**src/rtl/fifo_wr_arb_pkg.sv**
```systemverilog
`default_nettype none
// ============================================================================
// Module      : fifo_wr_arb_pkg
// Description : Shared types and helpers for the round-robin FIFO write
//               arbiter (state encoding, modulo-wrap requester index step).
// Revision    : 1.0 - initial release
// ============================================================================
package fifo_wr_arb_pkg;

    // Arbiter state: IDLE picks round-robin, BURST locks the port to the owner.
    typedef enum logic [0:0] {
        IDLE  = 1'b0,
        BURST = 1'b1
    } arb_state_t;

    // Requester index following id, wrapping back to 0 after n-1.
    function automatic int unsigned next_id(input int unsigned id, input int unsigned n);
        return ((id + 32'd1) >= n) ? 32'd0 : (id + 32'd1);
    endfunction

endpackage
`default_nettype wire

```
**src/rtl/fifo_wr_arb_rr_pick.sv**
```systemverilog
`default_nettype none
// ============================================================================
// Module      : rr_pick
// Description : Combinational round-robin picker. Returns the first valid
//               requester scanning ptr, ptr+1, ... modulo NUM_REQ.
// Revision    : 1.0 - initial release
// ============================================================================
module rr_pick #(
    parameter int NUM_REQ = 4,
    parameter int ID_W    = $clog2(NUM_REQ)
) (
    input  logic [NUM_REQ-1:0] valid,
    input  logic [ID_W-1:0]    ptr,
    output logic               grant_valid,
    output logic [ID_W-1:0]    grant_id
);

    localparam logic [ID_W:0] c_num_req = (ID_W+1)'(NUM_REQ);

    // Candidate index for scan position k; ptr < NUM_REQ so one subtraction
    // is enough to wrap, which also covers non-power-of-2 requester counts.
    logic [ID_W:0]   w_sum [NUM_REQ];
    logic [ID_W-1:0] w_idx [NUM_REQ];

    for (genvar k = 0; k < NUM_REQ; k++) begin : g_idx
        assign w_sum[k] = {1'b0, ptr} + (ID_W+1)'(k);
        assign w_idx[k] = (w_sum[k] >= c_num_req) ? ID_W'(w_sum[k] - c_num_req)
                                                  : w_sum[k][ID_W-1:0];
    end

    // Scan from farthest to nearest so the nearest valid requester wins.
    always_comb begin
        grant_valid = 1'b0;
        grant_id    = '0;
        for (int k = NUM_REQ - 1; k >= 0; k--) begin
            if (valid[w_idx[k]]) begin
                grant_valid = 1'b1;
                grant_id    = w_idx[k];
            end
        end
    end

endmodule
`default_nettype wire

```
**src/rtl/fifo_wr_arb.sv**
```systemverilog
`default_nettype none
// ============================================================================
// Module      : fifo_wr_arb
// Description : Round-robin write arbiter sharing one FIFO write port among
//               NUM_REQ valid/ready requesters. Beats are tagged with the
//               source ID; multi-beat bursts lock ownership until last, and
//               an idle-owner watchdog releases stalled bursts.
// Revision    : 1.0 - initial release
// ============================================================================
module fifo_wr_arb #(
    parameter int NUM_REQ    = 4,
    parameter int DATA_WIDTH = 8,
    parameter int ID_W       = $clog2(NUM_REQ),
    parameter int TIMEOUT    = 16
) (
    input  logic                          clk,
    input  logic                          rst,
    input  logic [NUM_REQ-1:0]            req_valid,
    input  logic [NUM_REQ-1:0]            req_last,
    input  logic [NUM_REQ*DATA_WIDTH-1:0] req_data,
    output logic [NUM_REQ-1:0]            req_ready,
    input  logic                          fifo_full,
    output logic                          fifo_wr_en,
    output logic [ID_W+DATA_WIDTH-1:0]    fifo_wr_data,
    output logic                          burst_active,
    output logic [ID_W-1:0]               owner,
    input  logic                          clear_err,
    output logic                          timeout_err
);

    import fifo_wr_arb_pkg::*;

    localparam int              CNT_W          = $clog2(TIMEOUT) + 1;
    localparam logic [CNT_W-1:0] c_timeout_last = CNT_W'(TIMEOUT - 1);

    arb_state_t       r_state,       w_state_nxt;
    logic [ID_W-1:0]  r_ptr,         w_ptr_nxt;
    logic [ID_W-1:0]  r_owner,       w_owner_nxt;
    logic [CNT_W-1:0] r_idle_cnt,    w_idle_cnt_nxt;
    logic             r_timeout_err, w_timeout_err_nxt;

    logic                  w_pick_valid;
    logic [ID_W-1:0]       w_pick_id;
    logic                  w_grant_valid;
    logic [ID_W-1:0]       w_grant_id;
    logic                  w_grant_last;
    logic                  w_accept;
    logic [DATA_WIDTH-1:0] w_grant_data;
    logic [ID_W-1:0]       w_owner_step;
    logic [ID_W-1:0]       w_grant_step;

    rr_pick #(
        .NUM_REQ (NUM_REQ),
        .ID_W    (ID_W)
    ) u_rr_pick (
        .valid       (req_valid),
        .ptr         (r_ptr),
        .grant_valid (w_pick_valid),
        .grant_id    (w_pick_id)
    );

    // Grant source: round-robin pick in IDLE, locked owner in BURST.
    always_comb begin
        if (r_state == BURST) begin
            w_grant_valid = req_valid[r_owner];
            w_grant_id    = r_owner;
        end else begin
            w_grant_valid = w_pick_valid;
            w_grant_id    = w_pick_id;
        end
    end

    assign w_grant_last = req_last[w_grant_id];
    // Reset masks the handshake so nothing is written while rst is high.
    assign w_accept     = w_grant_valid & ~fifo_full & ~rst;
    assign w_owner_step = ID_W'(next_id(32'(r_owner), NUM_REQ));
    assign w_grant_step = ID_W'(next_id(32'(w_grant_id), NUM_REQ));

    // Payload mux for the granted requester.
    always_comb begin
        w_grant_data = '0;
        for (int i = 0; i < NUM_REQ; i++) begin
            if (w_grant_id == ID_W'(i)) begin
                w_grant_data = req_data[i*DATA_WIDTH +: DATA_WIDTH];
            end
        end
    end

    assign req_ready    = w_accept ? (NUM_REQ'(1) << w_grant_id) : '0;
    assign fifo_wr_en   = w_accept;
    assign fifo_wr_data = {w_grant_id, w_grant_data};
    assign burst_active = (r_state == BURST);
    assign owner        = r_owner;
    assign timeout_err  = r_timeout_err;

    // Next-state, pointer, owner, watchdog and error-flag logic.
    always_comb begin
        w_state_nxt       = r_state;
        w_ptr_nxt         = r_ptr;
        w_owner_nxt       = r_owner;
        w_idle_cnt_nxt    = r_idle_cnt;
        w_timeout_err_nxt = clear_err ? 1'b0 : r_timeout_err;

        case (r_state)
            IDLE: begin
                if (w_accept) begin
                    if (w_grant_last) begin
                        w_ptr_nxt = w_grant_step;
                    end else begin
                        w_state_nxt    = BURST;
                        w_owner_nxt    = w_grant_id;
                        w_idle_cnt_nxt = '0;
                    end
                end
            end
            BURST: begin
                if (w_accept) begin
                    if (w_grant_last) begin
                        w_state_nxt = IDLE;
                        w_ptr_nxt   = w_owner_step;
                        w_owner_nxt = '0;
                    end else begin
                        w_idle_cnt_nxt = '0;
                    end
                end else if (!req_valid[r_owner]) begin
                    // Cycles blocked only by fifo_full fall outside this branch,
                    // so they neither advance nor clear the watchdog.
                    if (r_idle_cnt == c_timeout_last) begin
                        w_state_nxt       = IDLE;
                        w_ptr_nxt         = w_owner_step;
                        w_owner_nxt       = '0;
                        w_idle_cnt_nxt    = '0;
                        w_timeout_err_nxt = 1'b1;
                    end else begin
                        w_idle_cnt_nxt = r_idle_cnt + CNT_W'(1);
                    end
                end
            end
            default: begin
                w_state_nxt = IDLE;
            end
        endcase
    end

    // State and register update with synchronous reset.
    always_ff @(posedge clk) begin
        if (rst) begin
            r_state       <= IDLE;
            r_ptr         <= '0;
            r_owner       <= '0;
            r_idle_cnt    <= '0;
            r_timeout_err <= 1'b0;
        end else begin
            r_state       <= w_state_nxt;
            r_ptr         <= w_ptr_nxt;
            r_owner       <= w_owner_nxt;
            r_idle_cnt    <= w_idle_cnt_nxt;
            r_timeout_err <= w_timeout_err_nxt;
        end
    end

endmodule
`default_nettype wire

```
**config.mk**
```make
export PLATFORM = sky130hd
export DESIGN_NAME = fifo_wr_arb
export DESIGN_NICKNAME = d
export VERILOG_FILES = /design/src/rtl/fifo_wr_arb_pkg.sv /design/src/rtl/fifo_wr_arb_rr_pick.sv /design/src/rtl/fifo_wr_arb.sv
export SDC_FILE = /design/constraint.sdc
export NUM_CORES = 1
export LEC_CHECK = 0
export ABC_AREA = 1
export BUFFER_PORTS_ARGS = -buffer_cell sky130_fd_sc_hd__buf_2
export CORE_ASPECT_RATIO = 1.75
export CORE_MARGIN = 5
export CORE_UTILIZATION = 50
export CTS_CLUSTER_DIAMETER = 30
export DETAILED_ROUTE_END_ITERATION = 8
export MAX_ROUTING_LAYER = met4
export PLACE_DENSITY = 0.86
export SETUP_SLACK_MARGIN = 0.02
export SLEW_MARGIN = 20
export SYNTH_ARGS = -nofsm -noshare
export SYNTH_HDL_FRONTEND = slang
export SYNTH_SLANG_ARGS = --single-unit
```
**constraint.sdc**
```tcl
create_clock -name clk -period 6 [get_ports clk]
set_input_delay 0.9 -clock clk [delete_from_list [all_inputs] [get_ports clk]]
set_output_delay 0.9 -clock clk [all_outputs]
set_load 0.1 [all_outputs]
```
==> flow_summary.json, run 1 <==
{
  "areaGrowthSynthToFinish_pct": 30.5,
  "postSynthCellCount": 209,
  "path_clk_slew_ps": 50,
  "cp-end-kind": "primary output",
  "cts_root_buffer": "clkbuf_8",
  "cts_made_buffers": 3,
  "ios": 63,
  "rr_endpoint": "owner[1]",
  "dp_hpwl_um": 3260,
  "insertion_delay_ps": 240,
  "firstDrtPassIters": 4,
  "slowest_stage": "buf_2",
  "synth_area_per_cell_um2": 6.16,
  "crit_family": "simple AND/OR/NAND/NOR gates",
  "hold_violations": 0,
  "r2r-start": "r_ptr[0]",
  "synth_top_area_share_pct": 17.1,
  "path_buf_inv": 4,
  "fin_crit_ps": 4400,
  "die_x_um": 48.4,
  "wl_per_cell_um": 13.2,
  "drt_iter0_drc": 60,
  "period_share_pct": 73.3,
  "max_freq_mhz": 227,
  "ant_nets": 0,
  "worst_pin_slew_ps": 746,
  "ctsResizeCount": 0,
  "drive_gt1_share_pct": 36.6,
  "synth_area_leaders": "dfxtp_1, nand2_1, nor2_1",
  "cpPeakStageDelay_ps": 460,
  "hold_path_end": "timeout_err",
  "syn_area_um2": 1290,
  "finalSetupViolCount": 0,
  "dp_slack_ps": 1610,
  "vias_per_cell": 5.49,
  "maxSlewViolCount": 0,
  "nets": 319,
  "finalSetupTns_ps": 0,
  "slew_headroom_pct": 50.3,
  "cts_hold_buf": 0,
  "synth_nets": 259,
  "drv_cap": 0,
  "wirelength_um": 3890,
  "grt_max_degree": 18,
  "grt_use_total_pct": 21.2,
  "rrSetupSlack_ps": 3700,
  "finalClockSkew_ps": 0.757,
  "start_kind": "input pin",
  "rows": 24,
  "synth_largest_area_cell": "dfxtp_1",
  "cp_max_fo": 10,
  "status": "complete, no violations",
  "cts_buffer_depth": 2,
  "place_area_um2": 1640,
  "insertedDiodeCount": 0,
  "cp.required_ps": 5100,
  "postCtsSetupBuffers": 0,
  "synth-seq-area-share_pct": 17.1,
  "drc": 0,
  "io_buffers": 62,
  "start_util_pct": 51.7,
  "vias": 1615,
  "yosysUniqueCellTypes": 26,
  "hold_slack_ps": 459,
  "cp.arrival_ps": 3500,
  "first_global_vias": 1527,
  "dieArea_um2": 3730,
  "cts_tree": "built",
  "layout_setup_ws_ps": 1600,
  "synth-seq-cells": 11,
  "min_path_type": "flip-flop to flip-flop",
  "gp_congestion": 0.926,
  "antenna_found_initial": 0,
  "yosysWarnings": 0,
  "crit_chain": "buf_2 > inv_1 > o21ai_1 > nand2_1 > nand3_2 > nand2_1 > nand2_2 > nand3_4 > nand2_4 > inv_1 > ha_1 > nor2_1 > a221oi_1 > o31ai_2 > buf_2",
  "worstSetupPathType": "input pin to primary output",
  "chipHeight_um": 77.1,
  "grt_overflow": 0,
  "fin_area_um2": 1680,
  "rsz0062_at_grt": "no",
  "coreArea_um2": 2490,
  "ff2ff_path_depth": 17,
  "grt_pass1_wl_um": 6470,
  "hold_path_depth": 2,
  "fillers": 229,
  "cts.sinks": 11,
  "htreeDepth": 1,
  "min_from": "timeout_err"
}
-- tightest hold or removal path: stages (launching register included) --
cell     delay (ps)
dfxtp_1         300
nand2_1          60
a21oi_1          50
-- cell type report --
class | count | area (um^2) | share of cell area, %
Sequential cell | 11 | 220 | 13.1
Timing Repair Buffer | 62 | 310 | 18.5
Clock buffer | 4 | 45.0 | 2.68
Multi-Input combinational cell | 164 | 971 | 57.8
Inverter | 27 | 101 | 6.03
Tap cell | 26 | 32.5 | 1.94
-- through the flow --
stage | std cells | util, %
after floorplan | 209 | -
after global placement | 290 | 65.6
after detailed placement | 290 | 65.6
after CTS | 294 | 67.4
after global routing | 294 | 67.4
final | 294 | 67.4
-- cell families (layout without fill, tap and decap cells) --
| kind of cell | after synthesis | in the layout | share of synthesized area, % |
|---|---|---|---|
| DFF | 11 | 11 | 17.1 |
| xor gates and xnor gates | 1 | 1 | 0.680 |
| adders and majority gates | 6 | 6 | 5.83 |
| and+or+nand+nor | 114 | 114 | 43.3 |
| AOI/OAI and AO/OA | 43 | 43 | 22.4 |
| buffers and inverters | 34 | 93 | 10.6 |
-- synthesized netlist by cell type --
library cell  number
nand3_1           16
nand3_4            1
a221oi_1           8
clkinv_1           1
nand2_4            2
dfxtp_1           11
o21ai_2            6
nor3_2             1
ha_1               6
nand4_1            2
inv_2              2
clkbuf_1           5
buf_2              1
nand3_2            6
nand2_2            6
nor2_1            26
nand2_1           53
o31ai_1            8
inv_1             24
o21ai_0            7
o21ai_1            2
a21oi_1           11
buf_6              1
a31oi_1            1
nor4_4             1
xnor2_1            1
-- routing by layer --
| layer | wire length, um | GRT usage [%] | vias up | share of wire [%] |
|---|---|---|---|---|
| met4 | 106 | 9.70 | 0 | 2.7 |
| met2 | 2250 | 41.4 | 53 | 58 |
| met3 | 158 | 1.94 | 16 | 4.1 |
| met1 | 1370 | 19.7 | 729 | 35 |
| li1 | - | - | 817 | - |
| met5 | 0 | - | - | 0 |
-- worst max path at each step --
stage,slack [ps],start,to,cells past startpoint
after global routing,1310,req_valid[3],fifo_wr_data[3],16
after floorplan,550,burst_active,req_ready[3],10
after CTS,1610,req_valid[0],fifo_wr_data[7],15
after detailed placement,1610,req_valid[0],fifo_wr_data[7],15
final,1600,req_valid[1],fifo_wr_data[7],15
after global placement,1610,req_valid[0],fifo_wr_data[4],15
-- flip-flops by register name (all words and copies together), names as in the netlist --
signal        cells
r_idle_cnt        5
owner             2
r_ptr             2
burst_active      1
timeout_err       1
-- placed cells by master, fill, tap and decap left out, types with 6 or more instances in the layout --
cell type,synthesis,layout
dfxtp_1,11,11
o21ai_0,7,7
a21oi_1,11,11
a221oi_1,8,8
nand3_2,6,6
nand2_2,6,6
nor2_1,26,26
inv_1,24,24
nand2_1,53,53
o31ai_2,0,8
ha_1,6,6
nand3_1,16,16
o21ai_2,6,6
buf_2,1,62
Power of run 1 is not shown: default switching activity piles up to over one toggle a cycle in this logic, so the estimate is an artifact.
==> run 2: changes to the inputs <==
--- a/config.mk
+++ b/config.mk
@@ -9,11 +9,11 @@
 export BUFFER_PORTS_ARGS = -buffer_cell sky130_fd_sc_hd__buf_2
 export CORE_ASPECT_RATIO = 1.75
 export CORE_MARGIN = 5
-export CORE_UTILIZATION = 50
+export CORE_UTILIZATION = 46
 export CTS_CLUSTER_DIAMETER = 30
 export DETAILED_ROUTE_END_ITERATION = 8
 export MAX_ROUTING_LAYER = met4
-export PLACE_DENSITY = 0.86
+export PLACE_DENSITY = 0.8
 export SETUP_SLACK_MARGIN = 0.02
 export SLEW_MARGIN = 20
 export SYNTH_ARGS = -nofsm -noshare
==> constraint.sdc (replaced) <==
create_clock -name clk -period 4.4 [get_ports clk]
set_input_delay 0.66 -clock clk [delete_from_list [all_inputs] [get_ports clk]]
set_output_delay 0.66 -clock clk [all_outputs]
set_load 0.1 [all_outputs]
==> flow_summary.json, run 2 (synthesized netlist as in run 1, its figures left out) <==
{
  "largest_reg_flops": 5,
  "cts_hold_buf": 0,
  "htreeDepth": 1,
  "wl_per_cell_um": 12.5,
  "seqCellArea_um2": 224,
  "multi_input_area_um2": 1070,
  "finalSetupViolCount": 0,
  "cts.sinks": 11,
  "cp.arrival_ps": 3330,
  "vias": 1583,
  "status": "complete, no violations",
  "top_register": "r_idle_cnt",
  "finalClockSkew_ps": 0.995,
  "cts_made_buffers": 3,
  "cts_buffer_depth": 2,
  "antenna_found_initial": 0,
  "cp_max_fo": 14,
  "cp-end-kind": "primary output",
  "cts_root_buffer": "clkbuf_8",
  "chipHeight_um": 80.0,
  "hold_violations": 0,
  "grt_pass1_wl_um": 6150,
  "drive_gt1_share_pct": 40.4,
  "layout_commonest_cell": "buf_2",
  "insertedDiodeCount": 0,
  "gp_congestion": 0.824,
  "period_share_pct": 90.7,
  "grt_use_total_pct": 19.1,
  "fin_crit_ps": 3990,
  "io_buffers": 62,
  "drt_iter0_drc": 16,
  "grt_overflow": 0,
  "ctsResizeCount": 0,
  "path_clk_slew_ps": 50,
  "cp.required_ps": 3740,
  "start_util_pct": 47.9,
  "worst_pin_slew_ps": 497,
  "worstSetupPathType": "flip-flop to primary output",
  "ant_nets": 0,
  "rsz0062_at_grt": "no",
  "max_freq_mhz": 250,
  "slew_headroom_pct": 66.8,
  "ios": 63,
  "min_path_type": "flip-flop to flip-flop",
  "grt_max_degree": 15,
  "first_global_vias": 1487,
  "hold_slack_ps": 437,
  "maxSlewViolCount": 0,
  "wirelength_um": 3700,
  "fillers": 257,
  "start_kind": "flip-flop",
  "dieArea_um2": 4000,
  "drv_cap": 0,
  "firstDrtPassIters": 4,
  "vias_per_cell": 5.33,
  "final_cell_mix": "buf_2, nand2_1, inv_1",
  "die_x_um": 50.0,
  "areaGrowthSynthToFinish_pct": 40.3,
  "insertion_delay_ps": 230,
  "dp_hpwl_um": 3130,
  "finalSetupTns_ps": 0,
  "nets": 321,
  "drc": 0,
  "coreArea_um2": 2690,
  "cts_tree": "built",
  "postCtsSetupBuffers": 0,
  "rows": 25
}
run 2: changes by cell type in the layout (fill, tap and decap cells not counted), sizes merged:
cell,change
clkinvlp,+1
inv,-1
buf,+2
run 2: through the flow:
stage | worst slack [ps] | instance area [um^2] | util, % | instances
floorplan | 45.4 | 1440 | - | 209
finish | 408 | 1810 | 67.2 | 297
global placement | 586 | 1760 | 65.5 | 293
global route | 141 | 1810 | 67.2 | 297
CTS | 397 | 1810 | 67.2 | 297
detailed placement | 545 | 1760 | 65.5 | 293
run 2: final cells by class:
class	count	share of cell area (%)
Multi-Input combinational cell	164	59.4
Timing Repair Buffer	64	18.0
Sequential cell	11	12.4
Inverter	27	5.82
Clock buffer	4	2.49
Tap cell	27	1.87
run 2: worst paths after layout:
check	slack [ps]	endpoint	depth (start not counted)	start
setup / recovery	410	fifo_wr_data[1]	14	r_ptr[0]
setup reg to reg	2090	r_ptr[0]	11	r_ptr[0]
hold / removal	440	r_idle_cnt[4]	2	r_idle_cnt[4]
hold reg to reg	440	r_idle_cnt[4]	2	r_idle_cnt[4]
run 2: layer usage:
layer  up-vias  part of all wire, %  GRT usage, %
met5         -                    0             -
met4         0                  2.2          8.66
met3         8                  8.1          3.93
met2        57                   55          36.5
met1       694                   35          17.0
li1        824                    -             -
run 2: critical path, cell delays in order (launching register included):
cell	delay [ps]
dfxtp_1	600
inv_1	170
nand2_1	110
nand3_1	110
nand2_1	100
nand3_2	70
nand3_2	90
nand3_4	120
nand2_4	140
clkinvlp_4	110
ha_1	320
nor2_2	320
a221oi_1	180
o31ai_4	230
buf_2	450
Power of run 2 is left out for the same reason.
==> run 3: changes to the inputs <==
--- a/config.mk
+++ b/config.mk
@@ -11,11 +11,13 @@
 export CORE_MARGIN = 5
 export CORE_UTILIZATION = 46
 export CTS_CLUSTER_DIAMETER = 30
+export CTS_CLUSTER_SIZE = 24
 export DETAILED_ROUTE_END_ITERATION = 8
 export MAX_ROUTING_LAYER = met4
-export PLACE_DENSITY = 0.8
+export PLACE_DENSITY = 0.87
 export SETUP_SLACK_MARGIN = 0.02
 export SLEW_MARGIN = 20
 export SYNTH_ARGS = -nofsm -noshare
 export SYNTH_HDL_FRONTEND = slang
 export SYNTH_SLANG_ARGS = --single-unit
+export TNS_END_PERCENT = 20
==> flow_summary.json, run 3 (synthesized netlist as in run 1, its figures left out) <==
{
  "vias": 1637,
  "cts_hold_buf": 0,
  "drt-met1-wl_um": 1270,
  "min_path_type": "flip-flop to flip-flop",
  "ff2ff_path_depth": 11,
  "startpoint": "r_ptr[0]",
  "final_cell_mix": "buf_2, nand2_1, inv_1",
  "drv_cap": 0,
  "top_register": "r_idle_cnt",
  "die_x_um": 50.0,
  "cp-end-kind": "primary output",
  "drc": 0,
  "dp_slack_ps": 512,
  "r2r-start": "r_ptr[0]",
  "fillers": 267,
  "hold_violations": 0,
  "rr_endpoint": "r_ptr[0]",
  "dr.max_layer_used": "met4",
  "ctsResizeCount": 0,
  "cp.arrival_ps": 3370,
  "areaGrowthSynthToFinish_pct": 40.3,
  "cts_buffer_depth": 2,
  "wl_met3_um": 354,
  "drive_gt1_share_pct": 40.4,
  "finalClockSkew_ps": 2.94,
  "layout_commonest_cell": "buf_2",
  "dieArea_um2": 4000,
  "cp_max_fo": 14,
  "grt_overflow": 0,
  "nets": 321,
  "start_kind": "flip-flop",
  "rows": 25,
  "cts_made_buffers": 3,
  "fin_crit_ps": 4030,
  "hold_slack_ps": 457,
  "cts.sinks": 11,
  "coreArea_um2": 2690,
  "first_global_vias": 1579,
  "grt_use_total_pct": 20.4,
  "cp.required_ps": 3740,
  "cts_tree": "built",
  "rrSetupSlack_ps": 2070,
  "grt_max_degree": 15,
  "largest_reg_flops": 5,
  "ant_nets": 0,
  "cts_root_buffer": "clkbuf_8",
  "insertion_delay_ps": 230,
  "status": "complete, no violations",
  "maxSlewViolCount": 0,
  "wl_per_cell_um": 13.1,
  "antenna_found_initial": 0,
  "worst_pin_slew_ps": 618,
  "slew_headroom_pct": 58.4,
  "vias_per_cell": 5.51,
  "htreeDepth": 1,
  "start_util_pct": 47.9,
  "seqCellArea_um2": 224,
  "gp_congestion": 0.892,
  "path_clk_slew_ps": 50,
  "finalSetupTns_ps": 0,
  "finalSetupViolCount": 0,
  "dr_wl_met2_um": 2160,
  "insertedDiodeCount": 0,
  "grt_pass1_wl_um": 6530,
  "firstDrtPassIters": 4,
  "layout_setup_ws_ps": 373,
  "ios": 63,
  "max_freq_mhz": 248,
  "worstSetupPathType": "flip-flop to primary output",
  "dp_hpwl_um": 3260,
  "postCtsSetupBuffers": 0,
  "multi_input_area_um2": 1070,
  "chipHeight_um": 80.0,
  "period_share_pct": 91.5,
  "drt_iter0_drc": 76,
  "io_buffers": 62,
  "cp-endpoint": "fifo_wr_data[1]",
  "wirelength_um": 3880,
  "rsz0062_at_grt": "no"
}
==> run 3: cell counts in the layout (fill, tap and decap cells not counted) <==
No cell type changed its count.
==> run 3: worst max-delay path, stage by stage (launching register included) <==
cell and delay, ps:
dfxtp_1 600, inv_1 170, nand2_1 120, nand3_1 110, nand2_1 100, nand3_2 70, nand3_2 90, nand3_4 120
nand2_4 140, clkinvlp_4 110, ha_1 320, nor2_2 330, a221oi_1 180, o31ai_4 230, buf_2 450
==> run 3: worst min path at each step <==
| stage | start | endpoint | slack (ps) | depth (start not counted) |
|---|---|---|---|---|
| 3_5_place_dp | r_idle_cnt[4] | r_idle_cnt[4] | 440 | 2 |
| 6_report | timeout_err | timeout_err | 460 | 2 |
| 2_1_floorplan | r_idle_cnt[4] | r_idle_cnt[4] | 420 | 2 |
| 5_1_grt | timeout_err | timeout_err | 490 | 2 |
| 4_1_cts | r_idle_cnt[4] | r_idle_cnt[4] | 450 | 2 |
| 3_3_place_gp | r_idle_cnt[4] | r_idle_cnt[4] | 440 | 2 |
==> run 3: per-layer routing <==
metal	GRT usage (%)	up-vias
li1	-	829
met1	18.2	735
met2	38.7	63
met3	4.86	10
met4	9.19	0
met5	-	-
==> run 3: stage by stage <==
stage | area [um^2] | util [%] | cells
floorplan | 1440 | - | 209
global placement | 1760 | 65.5 | 293
detailed placement | 1760 | 65.5 | 293
CTS | 1810 | 67.2 | 297
global route | 1810 | 67.2 | 297
finish | 1810 | 67.2 | 297
==> run 3: area by class of cell <==
class | instances | area share, %
timing repair buffer | 64 | 18.0
sequential | 11 | 12.4
multi-input combinational | 164 | 59.4
tap | 27 | 1.87
clock buffer | 4 | 2.49
inverter | 27 | 5.82
Power of run 3 is left out for the same reason.
